--- src/rtl/dmem_bytelane_if.sv ---
// dmem_bytelane_if: request/response channel of the byte-lane data memory.
// The master issues loads and stores; the slave (the memory) answers one cycle
// after each accepted request.
interface dmem_bytelane_if;
    logic        req_valid;
    logic        req_ready;
    logic        req_write;
    logic [2:0]  req_funct3;
    logic [31:0] req_addr;
    logic [31:0] req_wdata;
    logic        rsp_valid;
    logic [31:0] rsp_rdata;
    logic        rsp_err;

    modport master (
        output req_valid, req_write, req_funct3, req_addr, req_wdata,
        input  req_ready, rsp_valid, rsp_rdata, rsp_err
    );

    modport slave (
        input  req_valid, req_write, req_funct3, req_addr, req_wdata,
        output req_ready, rsp_valid, rsp_rdata, rsp_err
    );
endinterface

--- src/rtl/dmem_bytelane.sv ---
// dmem_bytelane: RV32 data memory with byte-lane stores, sign/zero-extended
// loads, a valid/ready request channel with a registered one-cycle response,
// misalign/range/funct3 error reporting and a zero-fill clear sweep.
// Optional macro DMEM_LA_PORT_EN adds a logic-analyser word read port
// (la_dram_select / la_read_data).
module dmem_bytelane #(
    parameter  int DEPTH = 16,
    localparam int IDX_W = $clog2(DEPTH)
) (
    input  logic                clk,
    input  logic                rst_n,
    input  logic                clr,
    dmem_bytelane_if.slave      bus,
`ifdef DMEM_LA_PORT_EN
    input  logic [IDX_W-1:0]    la_dram_select,
    output logic [31:0]         la_read_data,
`endif
    output logic                busy
);

    localparam logic [0:0] S_CLEAR = 1'b0;
    localparam logic [0:0] S_IDLE  = 1'b1;

    logic [0:0]       state;
    logic [IDX_W-1:0] cnt;
    logic [31:0]      mem [DEPTH];

    logic             ready;
    logic             accept;
    logic [IDX_W-1:0] idx;
    logic             range_err;
    logic             misalign_err;
    logic             funct_err;
    logic             req_err;
    logic             do_write;
    logic [3:0]       lane_en;
    logic [31:0]      wrep;
    logic [31:0]      rword;
    logic [31:0]      load_val;

    // Right-align the addressed byte/half of a word and extend it per funct3.
    function automatic logic [31:0] load_extend(input logic [31:0] word,
                                                input logic [2:0]  f3,
                                                input logic [1:0]  off);
        logic        [31:0] shifted;
        logic signed [7:0]  b;
        logic signed [15:0] h;
        shifted = word >> {off, 3'b000};
        b = shifted[7:0];
        h = shifted[15:0];
        case (f3)
            3'b000:  return {{24{b[7]}}, b};
            3'b001:  return {{16{h[15]}}, h};
            3'b100:  return {24'h0, b};
            3'b101:  return {16'h0, h};
            default: return word;
        endcase
    endfunction

    assign busy          = (state == S_CLEAR);
    assign ready         = (state == S_IDLE) && !clr;
    assign bus.req_ready = ready;
    assign accept        = bus.req_valid && ready;

    // Request decode: word index, error classification, lane enables, store data.
    always_comb begin
        idx       = bus.req_addr[IDX_W+1:2];
        range_err = |bus.req_addr[31:IDX_W+2];

        misalign_err = 1'b0;
        case (bus.req_funct3[1:0])
            2'b01:   misalign_err = bus.req_addr[0];
            2'b10:   misalign_err = |bus.req_addr[1:0];
            default: misalign_err = 1'b0;
        endcase

        if (bus.req_write)
            funct_err = bus.req_funct3[2] || (bus.req_funct3[1:0] == 2'b11);
        else
            funct_err = (bus.req_funct3 == 3'b011) || (bus.req_funct3[2:1] == 2'b11);

        req_err  = range_err || misalign_err || funct_err;
        do_write = accept && bus.req_write && !req_err;

        lane_en = 4'b1111;
        wrep    = bus.req_wdata;
        case (bus.req_funct3[1:0])
            2'b00: begin
                lane_en = 4'b0001 << bus.req_addr[1:0];
                wrep    = {4{bus.req_wdata[7:0]}};
            end
            2'b01: begin
                lane_en = bus.req_addr[1] ? 4'b1100 : 4'b0011;
                wrep    = {2{bus.req_wdata[15:0]}};
            end
            default: begin
                lane_en = 4'b1111;
                wrep    = bus.req_wdata;
            end
        endcase

        rword    = mem[idx];
        load_val = load_extend(rword, bus.req_funct3, bus.req_addr[1:0]);
    end

    // Clear sequencer: sweep every word to zero, then serve requests in IDLE.
    always_ff @(posedge clk or negedge rst_n) begin
        if (!rst_n) begin
            state <= S_CLEAR;
            cnt   <= '0;
        end else begin
            case (state)
                S_CLEAR: begin
                    if (cnt == IDX_W'(DEPTH - 1))
                        state <= S_IDLE;
                    cnt <= cnt + 1'b1;
                end
                default: begin
                    if (clr) begin
                        state <= S_CLEAR;
                        cnt   <= '0;
                    end
                end
            endcase
        end
    end

    // Storage: sweep writes zero; accepted error-free stores update selected lanes.
    always_ff @(posedge clk) begin
        if (state == S_CLEAR) begin
            mem[cnt] <= '0;
        end else if (do_write) begin
            for (int l = 0; l < 4; l++)
                if (lane_en[l])
                    mem[idx][8*l +: 8] <= wrep[8*l +: 8];
        end
    end

    // Registered response, one cycle after accept; data only for good loads.
    always_ff @(posedge clk or negedge rst_n) begin
        if (!rst_n) begin
            bus.rsp_valid <= 1'b0;
            bus.rsp_err   <= 1'b0;
            bus.rsp_rdata <= '0;
        end else begin
            bus.rsp_valid <= accept;
            bus.rsp_err   <= accept && req_err;
            bus.rsp_rdata <= (accept && !req_err && !bus.req_write) ? load_val : 32'h0;
        end
    end

`ifdef DMEM_LA_PORT_EN
    // Debug port: free-running registered read of the selected word.
    always_ff @(posedge clk or negedge rst_n) begin
        if (!rst_n)
            la_read_data <= '0;
        else
            la_read_data <= mem[la_dram_select];
    end
`endif

endmodule

--- src/flat_wrapper.sv ---
// flat-port wrapper written by rule: the top's interface ports become plain ports
module dmem_bytelane_flat 
#(
    parameter  int DEPTH = 16,
    localparam int IDX_W = $clog2(DEPTH)
)
  (clk, rst_n, clr, busy, bus_req_valid, bus_req_write, bus_req_funct3, bus_req_addr, bus_req_wdata, bus_req_ready, bus_rsp_valid, bus_rsp_rdata, bus_rsp_err);
  dmem_bytelane_if bus_i ();
  input  logic clk;
  input  logic rst_n;
  input  logic clr;
  output logic busy;
  input wire logic [$bits(bus_i.req_valid)-1:0] bus_req_valid;
  input wire logic [$bits(bus_i.req_write)-1:0] bus_req_write;
  input wire logic [$bits(bus_i.req_funct3)-1:0] bus_req_funct3;
  input wire logic [$bits(bus_i.req_addr)-1:0] bus_req_addr;
  input wire logic [$bits(bus_i.req_wdata)-1:0] bus_req_wdata;
  output wire logic [$bits(bus_i.req_ready)-1:0] bus_req_ready;
  output wire logic [$bits(bus_i.rsp_valid)-1:0] bus_rsp_valid;
  output wire logic [$bits(bus_i.rsp_rdata)-1:0] bus_rsp_rdata;
  output wire logic [$bits(bus_i.rsp_err)-1:0] bus_rsp_err;
  assign bus_i.req_valid = bus_req_valid;
  assign bus_i.req_write = bus_req_write;
  assign bus_i.req_funct3 = bus_req_funct3;
  assign bus_i.req_addr = bus_req_addr;
  assign bus_i.req_wdata = bus_req_wdata;
  assign bus_req_ready = bus_i.req_ready;
  assign bus_rsp_valid = bus_i.rsp_valid;
  assign bus_rsp_rdata = bus_i.rsp_rdata;
  assign bus_rsp_err = bus_i.rsp_err;
  dmem_bytelane #(.DEPTH(DEPTH)) u_core (.clk(clk), .rst_n(rst_n), .clr(clr), .bus(bus_i), .busy(busy));
endmodule
--- config.mk ---
export PLATFORM = sky130hd
export DESIGN_NAME = dmem_bytelane_flat
export DESIGN_NICKNAME = d
export VERILOG_FILES = /design/src/rtl/dmem_bytelane_if.sv /design/src/rtl/dmem_bytelane.sv /design/src/flat_wrapper.sv
export SDC_FILE = /design/constraint.sdc
export NUM_CORES = 1
export LEC_CHECK = 0
export CAP_MARGIN = 20
export CORE_AREA = 2 2 227 229
export CTS_CLUSTER_DIAMETER = 30
export DETAILED_ROUTE_END_ITERATION = 10
export DIE_AREA = 0 0 229 231
export PLACE_DENSITY_LB_ADDON = 0.15
export SYNTH_ARGS = -nofsm -noshare
export SYNTH_HDL_FRONTEND = slang
export SYNTH_SLANG_ARGS = --single-unit
--- constraint.sdc ---
create_clock -name clk -period 4.47 [get_ports clk]
set_input_delay 0.894 -clock clk [delete_from_list [all_inputs] [get_ports clk]]
set_output_delay 0.894 -clock clk [all_outputs]
set_load 0.01 [all_outputs]
==> impl_results.md, run 1 <==
- Final hold violations: 0
- Clock tree from TritonCTS: done
- Critical path data arrival time: 4.36 ns
- Number of antenna violations at the first check in global routing: 3
- Worst Setup EP: u_core.mem[9][22]
- Max Fanout on Critical Path: 16
- Area added between synthesis and finish: 27.4%
- Worst min-delay path class: in2async
- Clock buffer count from CTS: 101
- Clk Latency, worst-skew pair: 0.64 ns
- Total DRC errors in the routed layout: 0
- Starting utilization of the core area: 0.443
- Synthesized area per cell: 18.2 µm²
- Cell area after layout: 0.0286 mm²
- Fill cell count: 3937
- Final Max Tran Viols: 0
- Buffer levels on the longest clock path: 3
- Number of buffers added to fix hold violations after cts: 0
- Synthesized flop and latch total: 551
- Number of optimization iterations in the first detailed-route pass: 7
- Register-to-register path setup slack: 1.25 ns
- Number of cells upsized or downsized after cts: 0
- Critical Path RT: 4.85 ns
- Share of synthesized area occupied by flip-flops and latches: 0.728
- Number of standard-cell rows in the floorplan: 83
- Global-route total usage across every layer: 0.230
- Worst setup path start: bus_req_funct3[1]
- Final net count: 1582
- Chip width: 229 µm
- Gate Count Post-Synth: 1238
- Mapped Nets: 1315
- Yosys warnings: 0
- Async S/R FF share, synth: 0.0708
- Half-perimeter wire length after placement: 40.7 mm
- Post-route antenna net violation count: 0
- WS Path Type: in2reg
- Clk slew on worst S/H paths: 0.05 ns
- Startpoint type of the worst setup path: input port
- Number of enable flip-flop cells after synthesis: 512
- Max-cap violations: 0
- Die Y-Extent: 231 µm
- # IOs: 108
- Clock tree root driver cell: clkbuf_16
- Total overflow reported by the global router: 0
- Setup-violating endpoint count in the final report: 0
- R2R Path Start: u_core.state
- Antenna fix cells: 0
- End of the worst register-to-register path: u_core.mem[9][22]
- Fraction of layout instances using a drive strength above 1: 0.304
- Per-cell via count in the routed design: 5.64
- Post-route clock period utilization: 0.891
- Achievable Freq: 251 MHz
- Standard cell core area: 0.0507 mm²
- Ratio of total power to cell area: 581 mW/mm²
- Leakage Power: 10.4 nW
- Maximum level of the CTS H-tree: 3
- Post-synth top area cell: edfxtp_1
- Setup clock skew after layout: 0.0233 ns
- Status: complete, no violations
- Post-Place Cell Area: 0.0251 mm²
- Depth of the worst register-to-register path: 9
- Pin count of the biggest net entering global routing: 43
- Top post-synthesis cells by area: edfxtp_1 68%, mux4_2 13%, dfrtp_1 4.3%
- Routed WL per cell: 26.2 µm
- Number of global-route vias before repair: 13100
- Count of unique library cells instantiated by Yosys: 52
- Number of clock sinks: 551
- Dominant cell by count in the synthesized netlist: edfxtp_1
- Worst slew margin relative to its limit: 0.272
- Setup repair after global routing missed its margin: false
- Total die area: 0.0529 mm²
- First-pass GRT wire length: 88.1 mm
- Highest ir drop seen on vdd: 0.000412 V
- Global placement routability congestion: 0.926
- Vias: 12800
- Top-area cell type share of the netlist area: 0.684
- Top cells by instance count after synthesis: 512 x edfxtp_1, 132 x mux4_2, 103 x nor2_1, 79 x nand2_1, 40 x clkbuf_1
- Critical path endpoint category: register
- Final period demand of the worst path: 3.98 ns
- Post-CTS Setup Bufs: 0
- Top flip-flop cell by instance count after synthesis: edfxtp_1
- Final Routed Wirelength: 59.5 mm
- Netlist area before placement: 0.0225 mm²
- Number of buffer cells added on primary ports: 107
- Detailed router's first-iteration violation count: 1218
- Total Power Consumption: 16.6 mW
- Setup Total Neg Slack: 0 ns
- Worst-margin pin slew: 1.09 ns
## routing by layer
layer  vias up  wire, µm  global-route usage
met5         -        14                   0
met2       548     28200               0.360
met1      6598     25300               0.320
met3       107      4160              0.0467
met4         2      1770              0.0891
li1       5562         -                   -
## sequential cells by signal, indices dropped and copies added (netlist names)
register              flops
u_core.bus.rsp_valid      1
u_core.cnt                4
u_core.state              1
u_core.bus.rsp_rdata     32
u_core.bus.rsp_err        1
u_core.mem              512
## power by group
part / switching, mW / internal [mW]
sequential: 0.218 / 6.47
clock: 2.60 / 5.23
combinational: 1.32 / 0.793
total: 4.14 / 12.5
## final cells by class
cell class	count	area [µm²]	area share
flip-flops and latches	551	16400	0.571
clock buffers	118	2670	0.0934
clock inverters	72	882	0.0308
multi-input cells	587	5640	0.197
well taps	680	851	0.0297
inverters	17	63.8	0.00223
repair buffers	247	2160	0.0756
## worst min path at each step
stage | from | endpoint | slack [ns]
2_1_floorplan | u_core.state | u_core.cnt[2] | 0.51
3_3_place_gp | u_core.state | u_core.cnt[2] | 0.59
3_5_place_dp | u_core.state | u_core.cnt[2] | 0.59
4_1_cts | rst_n | u_core.bus.rsp_rdata[2] | 0.45
5_1_grt | rst_n | u_core.bus.rsp_rdata[2] | 0.05
6_report | rst_n | u_core.bus.rsp_rdata[2] | 0.07
## cell families (layout without fill, tap and decap cells)
group           count (synthesis)  count (layout)  share of synthesized area
xor+xnor                        2               2                   0.000780
flops                         551             551                      0.728
fa+ha+maj                       5               5                    0.00278
simple gates                  266             266                     0.0530
compound gates                161             161                     0.0512
buf+inv                       100             454                     0.0218
mux                           153             153                      0.143
## cell usage in the layout, fill, tap and decap left out, types with 9 or more instances in the layout
cell type        count
dfrtp_1             39
a221oi_2            14
nand2_1             79
clkdlybuf4s50_1    103
a21oi_1             34
nor3_1              22
a22oi_1             35
buf_4              137
and2_1               9
edfxtp_1           512
mux2i_1             12
nor4_1              15
o21ai_0             28
clkbuf_16          103
inv_1               16
a31oi_1             16
clkbuf_1            11
clkinv_2            18
bufinv_16           16
nor2_1             101
mux4_2             132
nand2b_1            13
inv_6               11
## metrics by stage
| step | instances | setup slack, ns | util | hold WS [ns] |
|---|---|---|---|---|
| after detailed placement | 2081 | -0.0842 | 0.494 | 0.591 |
| after global routing | 2272 | 0.322 | 0.565 | 0.0504 |
| final | 2272 | 0.489 | 0.565 | 0.0700 |
| after floorplan | 1238 | 1.11 | - | 0.509 |
| after CTS | 2271 | 0.571 | 0.565 | 0.448 |
| after global placement | 2081 | -0.163 | 0.494 | 0.592 |
## critical path, stage by stage
cell             delay (ns)
clkdlybuf4s50_1        0.47
inv_1                  0.14
ha_1                   0.23
o21ai_0                0.13
a21boi_0               0.11
nor4_2                 0.27
buf_4                  0.17
nand3_2                0.27
buf_4                  0.26
buf_4                  0.17
a21oi_1                0.84
nor2_1                 0.15
buf_4                  0.24
No activity file was read; power rests on OpenSTA's default activity.
==> inputs of run 2 (changes only) <==
--- a/config.mk
+++ b/config.mk
@@ -7,7 +7,7 @@
 export LEC_CHECK = 0
 export CAP_MARGIN = 20
 export CORE_AREA = 2 2 227 229
-export CTS_CLUSTER_DIAMETER = 30
+export CTS_CLUSTER_DIAMETER = 60
 export DETAILED_ROUTE_END_ITERATION = 10
 export DIE_AREA = 0 0 229 231
 export PLACE_DENSITY_LB_ADDON = 0.15
==> impl_results.md, run 2 (synthesized netlist as in run 1, its figures left out) <==
- Logic gate share of total power: 0.154 (+0.027)
- Pin count of the biggest net entering global routing: 43 (unchanged)
- Fraction of layout instances using a drive strength above 1: 0.266 (-0.0381)
- Global placement routability congestion: 0.926 (unchanged)
- Clock tree root driver cell: clkbuf_16
- Buffer levels on the longest clock path: 3 (unchanged)
- Worst hold margin: 0.102 ns (+0.0318 ns)
- Chip width: 229 µm (unchanged)
- Worst path most repeated cell: buf_4
- Cell area after layout: 0.0271 mm² (-5.5%)
- Startpoint type of the worst setup path: input port
- Number of cells upsized or downsized after cts: 0 (unchanged)
- Clock tree from TritonCTS: done
- Internal: 10.3 mW (-18%)
- Top library cells by usage in the layout, fill and taps aside: 512 x edfxtp_1, 137 x buf_4, 132 x mux4_2
- Antenna fix cells: 0 (unchanged)
- Setup clock skew after layout: 0.0147 ns (-0.00864 ns)
- Clk slew on worst S/H paths: 0.06 ns (about the same)
- Final Max Tran Viols: 0 (unchanged)
- Clock buffer count from CTS: 56 (-45%)
- Highest metal used: met4
- Setup Total Neg Slack: 0 ns (unchanged)
- First-pass GRT wire length: 86.3 mm (-2.1%)
- Final Routed Wirelength: 58.5 mm (-1.6%)
- # IOs: 108 (unchanged)
- WL met1: 25.4 mm (about the same)
- Number of standard-cell rows in the floorplan: 83 (unchanged)
- Register-to-register path setup slack: 1.23 ns (-0.02 ns)
- Final net count: 1537 (-2.8%)
- Longest individual stage delay on the worst path: 0.87 ns (+0.03 ns)
- Clk Latency, worst-skew pair: 0.61 ns (-0.03 ns)
- WS Path Type: in2reg
- Net switching power of the design: 3.49 mW (-16%)
- Number of buffers added to fix hold violations after cts: 0 (unchanged)
- Total overflow reported by the global router: 0 (unchanged)
- Total die area: 0.0529 mm² (unchanged)
- Post-route antenna net violation count: 0 (unchanged)
- Final period demand of the worst path: 4.03 ns (+0.0495 ns)
- Post-Place Cell Area: 0.0251 mm² (unchanged)
- Per-cell via count in the routed design: 5.72 (+1.3%)
- Clock group share of total power: 0.362 (-0.109)
- Worst slew margin relative to its limit: 0.244 (-0.0278)
- Switching part of the total: 0.254 (+0.00479)
- R2R Path Start: u_core.state
- Fin worst setup slack: 0.439 ns (-0.0495 ns)
- Die Y-Extent: 231 µm (unchanged)
- Critical path endpoint category: register
- End of the worst register-to-register path: u_core.mem[9][19]
- Final std cells w/o fill: 2188 (-3.7%)
- Global-route total usage across every layer: 0.224 (-0.00572)
- Post-CTS Setup Bufs: 0 (unchanged)
- Max-cap violations: 0 (unchanged)
- Worst-path cell with the longest stage delay: a21oi_1
- Achievable Freq: 248 MHz (-1.2%)
- Met3 wire len: 3.80 mm (-8.6%)
- Worst setup slack after placement: -0.0842 ns (unchanged)
- Critical path data arrival time: 4.39 ns (+0.03 ns)
- Starting utilization of the core area: 0.443 (unchanged)
- Vias: 12500 (-2.4%)
- Depth of the worst register-to-register path: 9 (unchanged)
- Sequence of cells on the critical path: clkdlybuf4s50_1 > inv_1 > ha_1 > o21ai_0 > a21boi_0 > nor4_2 > buf_4 > nand3_2 > buf_4 > buf_4 > a21oi_1 > nor2_1 > buf_4
- Number of global-route vias before repair: 12500 (-4.1%)
- Leakage Power: 9.59 nW (-7.6%)
- Core Util, Final: 0.534 (-0.0309)
- Area added between synthesis and finish: 20.4%
- Status: complete, no violations
- Critical Path RT: 4.83 ns (-0.02 ns)
- Number of antenna violations at the first check in global routing: 2 (-1)
- Number of buffer cells added on primary ports: 107 (unchanged)
- Setup-violating endpoint count in the final report: 0 (unchanged)
- Max Fanout on Critical Path: 16 (unchanged)
- Flip-flop count of the largest register after layout: 512 (unchanged)
- Detailed router's first-iteration violation count: 1144 (-6.1%)
- Maximum level of the CTS H-tree: 2 (-1)
- Sequential Power Share: 0.484 (+0.082)
- Total Power Consumption: 13.8 mW (-17%)
- Routed WL per cell: 26.8 µm (+2.1%)
- Half-perimeter wire length after placement: 40.7 mm (unchanged)
- Worst-margin pin slew: 1.13 ns (+0.0417 ns)
- Ratio of total power to cell area: 509 mW/mm² (-12%)
- Highest ir drop seen on vdd: 0.000321 V (-22%)
- Number of optimization iterations in the first detailed-route pass: 5 (-2)
- Placed cell count: 2081 (unchanged)
- Setup repair after global routing missed its margin: false
- Standard cell core area: 0.0507 mm² (unchanged)
- Total DRC errors in the routed layout: 0 (unchanged)
- Wire length on met2: 28.2 mm (about the same)
- Biggest regs: u_core.mem: 512 flops, u_core.bus.rsp_rdata: 32 flops, u_core.cnt: 4 flops
- Number of clock sinks: 551 (unchanged)
- Largest Register: u_core.mem
- Post-route clock period utilization: 0.902 (+0.0111)
- Leading cell type in the layout, fill and taps excluded: edfxtp_1
- Final hold violations: 0 (unchanged)
- Worst min-delay path class: in2async
-- run 2: power by group through the flow --
stage                     clock [mW]  combinational, mW  sequential (mW)
after floorplan                    0               1.20             6.65
after global routing            5.27               2.26             6.72
after detailed placement           0               2.12             6.77
after CTS                       5.07               2.12             6.67
final                           4.98               2.12             6.67
after global placement             0               2.10             6.76
-- run 2: critical path: cells and delay by family --
kind	cells	cell delay, ns
fa+ha+maj	1	0.23
simple gates	3	0.70
buf+inv	6	1.45
compound gates	3	1.11
-- run 2: worst max path at each step --
| stage | from | to | cells past startpoint |
|---|---|---|---|
| after floorplan | bus_req_funct3[1] | u_core.mem[0][27] | 10 |
| after global placement | bus_req_funct3[1] | u_core.mem[9][18] | 13 |
| after detailed placement | bus_req_funct3[1] | u_core.mem[9][22] | 13 |
| after CTS | bus_req_funct3[1] | u_core.mem[9][18] | 13 |
| after global routing | bus_req_funct3[1] | u_core.mem[9][23] | 13 |
| final | bus_req_funct3[1] | u_core.mem[9][19] | 13 |
-- run 2: final cells by class --
type / instances / area (µm²)
repair buffers: 247 / 2160
fillers: 4078 / 23600
clock buffers: 69 / 1500
clock inverters: 37 / 489
multi-input cells: 587 / 5640
inverters: 17 / 63.8
flip-flops and latches: 551 / 16400
well taps: 680 / 851
-- run 2: routing by layer --
| metal | GRT usage | vias up |
|---|---|---|
| met4 | 0.0522 | 0 |
| met2 | 0.362 | 519 |
| met3 | 0.0362 | 81 |
| met1 | 0.323 | 6478 |
| li1 | - | 5428 |
| met5 | 0 | - |
==> inputs of run 3 (changes only) <==
--- a/config.mk
+++ b/config.mk
@@ -6,10 +6,10 @@
 export NUM_CORES = 1
 export LEC_CHECK = 0
 export CAP_MARGIN = 20
-export CORE_AREA = 2 2 227 229
+export CORE_AREA = 2 2 239 217
 export CTS_CLUSTER_DIAMETER = 60
 export DETAILED_ROUTE_END_ITERATION = 10
-export DIE_AREA = 0 0 229 231
+export DIE_AREA = 0 0 241 219
 export PLACE_DENSITY_LB_ADDON = 0.15
 export SYNTH_ARGS = -nofsm -noshare
 export SYNTH_HDL_FRONTEND = slang
==> impl_results.md, run 3 (synthesized netlist as in run 1, its figures left out) <==
- Routed WL per cell: 27.1 µm (+1.2%)
- Per-cell via count in the routed design: 5.75 (+0.53%)
- Final hold violations: 0 (unchanged)
- Leakage Power: 9.55 nW (-0.45%)
- Final period demand of the worst path: 3.87 ns (-0.166 ns)
- Worst-margin pin slew: 1.11 ns (-0.0235 ns)
- Detailed router's first-iteration violation count: 1691 (+48%)
- Final std cells w/o fill: 2187 (-0.046%)
- Final Routed Wirelength: 59.2 mm (+1.2%)
- Setup clock skew after layout: 0.0183 ns (+0.00360 ns)
- Fill cell count: 4046 (-0.78%)
- Standard cell core area: 0.0502 mm² (-1.0%)
- Post-route antenna net violation count: 0 (unchanged)
- Flip-flop count of the largest register after layout: 512 (unchanged)
- Global placement routability congestion: 0.915 (-1.2%)
- Cell area after layout: 0.0269 mm² (-0.51%)
- Final Max Tran Viols: 0 (unchanged)
- Chip width: 241 µm (+5.2%)
- Clock buffer count from CTS: 55 (-1.8%)
- Antenna fix cells: 0 (unchanged)
- Critical path data arrival time: 4.09 ns (-0.30 ns)
- WS Path Type: in2reg
- Top library cells by usage in the layout, fill and taps aside: 512 x edfxtp_1, 140 x buf_4, 132 x mux4_2
- Number of clock sinks: 551 (unchanged)
- Maximum level of the CTS H-tree: 2 (unchanged)
- Largest Register: u_core.mem
- Max-cap violations: 0 (unchanged)
- Post-Place Cell Area: 0.0251 mm² (about the same)
- Setup repair after global routing missed its margin: false
- Number of buffer cells added on primary ports: 107 (unchanged)
- Setup-violating endpoint count in the final report: 0 (unchanged)
- Worst setup slack after placement: 0.0111 ns (+0.0953 ns)
- Clock tree root driver cell: clkbuf_16
- Pin count of the biggest net entering global routing: 59 (+37%)
- Number of antenna violations at the first check in global routing: 3 (+1)
- Critical path endpoint category: register
- Leading cell type in the layout, fill and taps excluded: edfxtp_1
- Number of global-route vias before repair: 12500 (+0.016%)
- Ratio of total power to cell area: 499 mW/mm² (-1.8%)
- Half-perimeter wire length after placement: 41.3 mm (+1.6%)
- Final net count: 1538 (+0.065%)
- Area added between synthesis and finish: 19.8%
- Achievable Freq: 259 MHz (+4.3%)
- Critical Path RT: 4.69 ns (-0.14 ns)
- Fraction of layout instances using a drive strength above 1: 0.265 (-0.00115)
- Buffer levels on the longest clock path: 3 (unchanged)
- Clock tree from TritonCTS: done
- Post-CTS Setup Bufs: 0 (unchanged)
- Highest ir drop seen on vdd: 0.000290 V (-9.7%)
- Total overflow reported by the global router: 0 (unchanged)
- Total die area: 0.0528 mm² (-0.23%)
- Die Y-Extent: 219 µm (-5.2%)
- Post-route clock period utilization: 0.865 (-0.0371)
- Number of buffers added to fix hold violations after cts: 0 (unchanged)
- Number of cells upsized or downsized after cts: 0 (unchanged)
- Clk slew on worst S/H paths: 0.06 ns (about the same)
- Status: complete, no violations
- Global-route total usage across every layer: 0.231 (+0.00636)
- Fin worst setup slack: 0.605 ns (+0.166 ns)
- Total DRC errors in the routed layout: 0 (unchanged)
- Core Util, Final: 0.537 (+0.00272)
- Clk Latency, worst-skew pair: 0.61 ns (about the same)
- Number of standard-cell rows in the floorplan: 78 (-6.0%)
- Number of optimization iterations in the first detailed-route pass: 5 (unchanged)
- Starting utilization of the core area: 0.448 (+0.00456)
- # IOs: 108 (unchanged)
- First-pass GRT wire length: 86.7 mm (+0.50%)
- Vias: 12600 (+0.49%)
- Worst slew margin relative to its limit: 0.259 (+0.0148)
- Max Fanout on Critical Path: 21 (+5)
- Startpoint type of the worst setup path: input port
- Worst min-delay path class: in2async
- Biggest regs: u_core.mem: 512 flops, u_core.bus.rsp_rdata: 32 flops, u_core.cnt: 4 flops
- Setup Total Neg Slack: 0 ns (unchanged)
- Placed cell count: 2083 (+0.096%)
run 3: cell types whose count changed in the layout (fill, tap and decap cells not counted), sizes merged:
cell,previous run,this run
buf,143,145
clkinv,15,11
inv,21,18
clkbuf,70,89
clkinvlp,7,1
bufinv,11,2
run 3: per-stage QoR:
| step | power, mW | hold slack, ns |
|---|---|---|
| 3_3_place_gp | 8.88 | 0.619 |
| 3_5_place_dp | 8.91 | 0.614 |
| 5_1_grt | 13.9 | 0.132 |
| 4_1_cts | 13.5 | 0.475 |
| 6_report | 13.4 | 0.144 |
| 2_1_floorplan | 7.84 | 0.509 |
run 3: final timing paths:
| check | start | to | slack [ns] | cells after the start |
|---|---|---|---|---|
| setup / recovery | bus_req_funct3[1] | u_core.mem[13][28] | 0.60 | 12 |
| max in group asynchronous | rst_n | u_core.cnt[1] | 3.84 | 2 |
| hold reg to reg | u_core.state | u_core.cnt[3] | 0.64 | 1 |
| hold / removal | rst_n | u_core.bus.rsp_rdata[1] | 0.14 | 1 |
| min in group clk | u_core.state | u_core.cnt[3] | 0.64 | 1 |
| setup reg to reg | u_core.state | u_core.mem[13][28] | 1.52 | 9 |
run 3: final cells by class:
| type | count | area, µm² | area share |
|---|---|---|---|
| tap | 680 | 851 | 0.0316 |
| inverter | 17 | 63.8 | 0.00237 |
| clock buffer | 88 | 1720 | 0.0638 |
| multi-input combinational | 587 | 5640 | 0.210 |
| timing repair buffer | 249 | 2170 | 0.0804 |
| sequential | 551 | 16400 | 0.607 |
| clock inverter | 15 | 131 | 0.00488 |
run 3: worst max-delay path, stage by stage:
cell and delay [ns]:
clkdlybuf4s50_1 0.55, inv_1 0.13, ha_1 0.21, o21ai_0 0.17, a21boi_0 0.14, nor4_2 0.51, nand3_2 0.16, buf_12 0.19
nor3_1 0.13, a21oi_1 0.10, buf_4 0.16, nor2_1 0.73
run 3: per-layer routing:
metal	up-vias	track usage	wire, µm
met5	-	0	0
met4	0	0.0506	1090
met3	72	0.0384	4150
met2	528	0.355	27600
met1	6544	0.349	26400
li1	5423	-	-
run 3: power by group:
part	leakage (nW)	switching, mW	internal [mW]	total [mW]
logic	3.18	1.34	0.794	2.13
registers	5.45	0.226	6.46	6.68
clock network	0.912	1.89	2.74	4.63
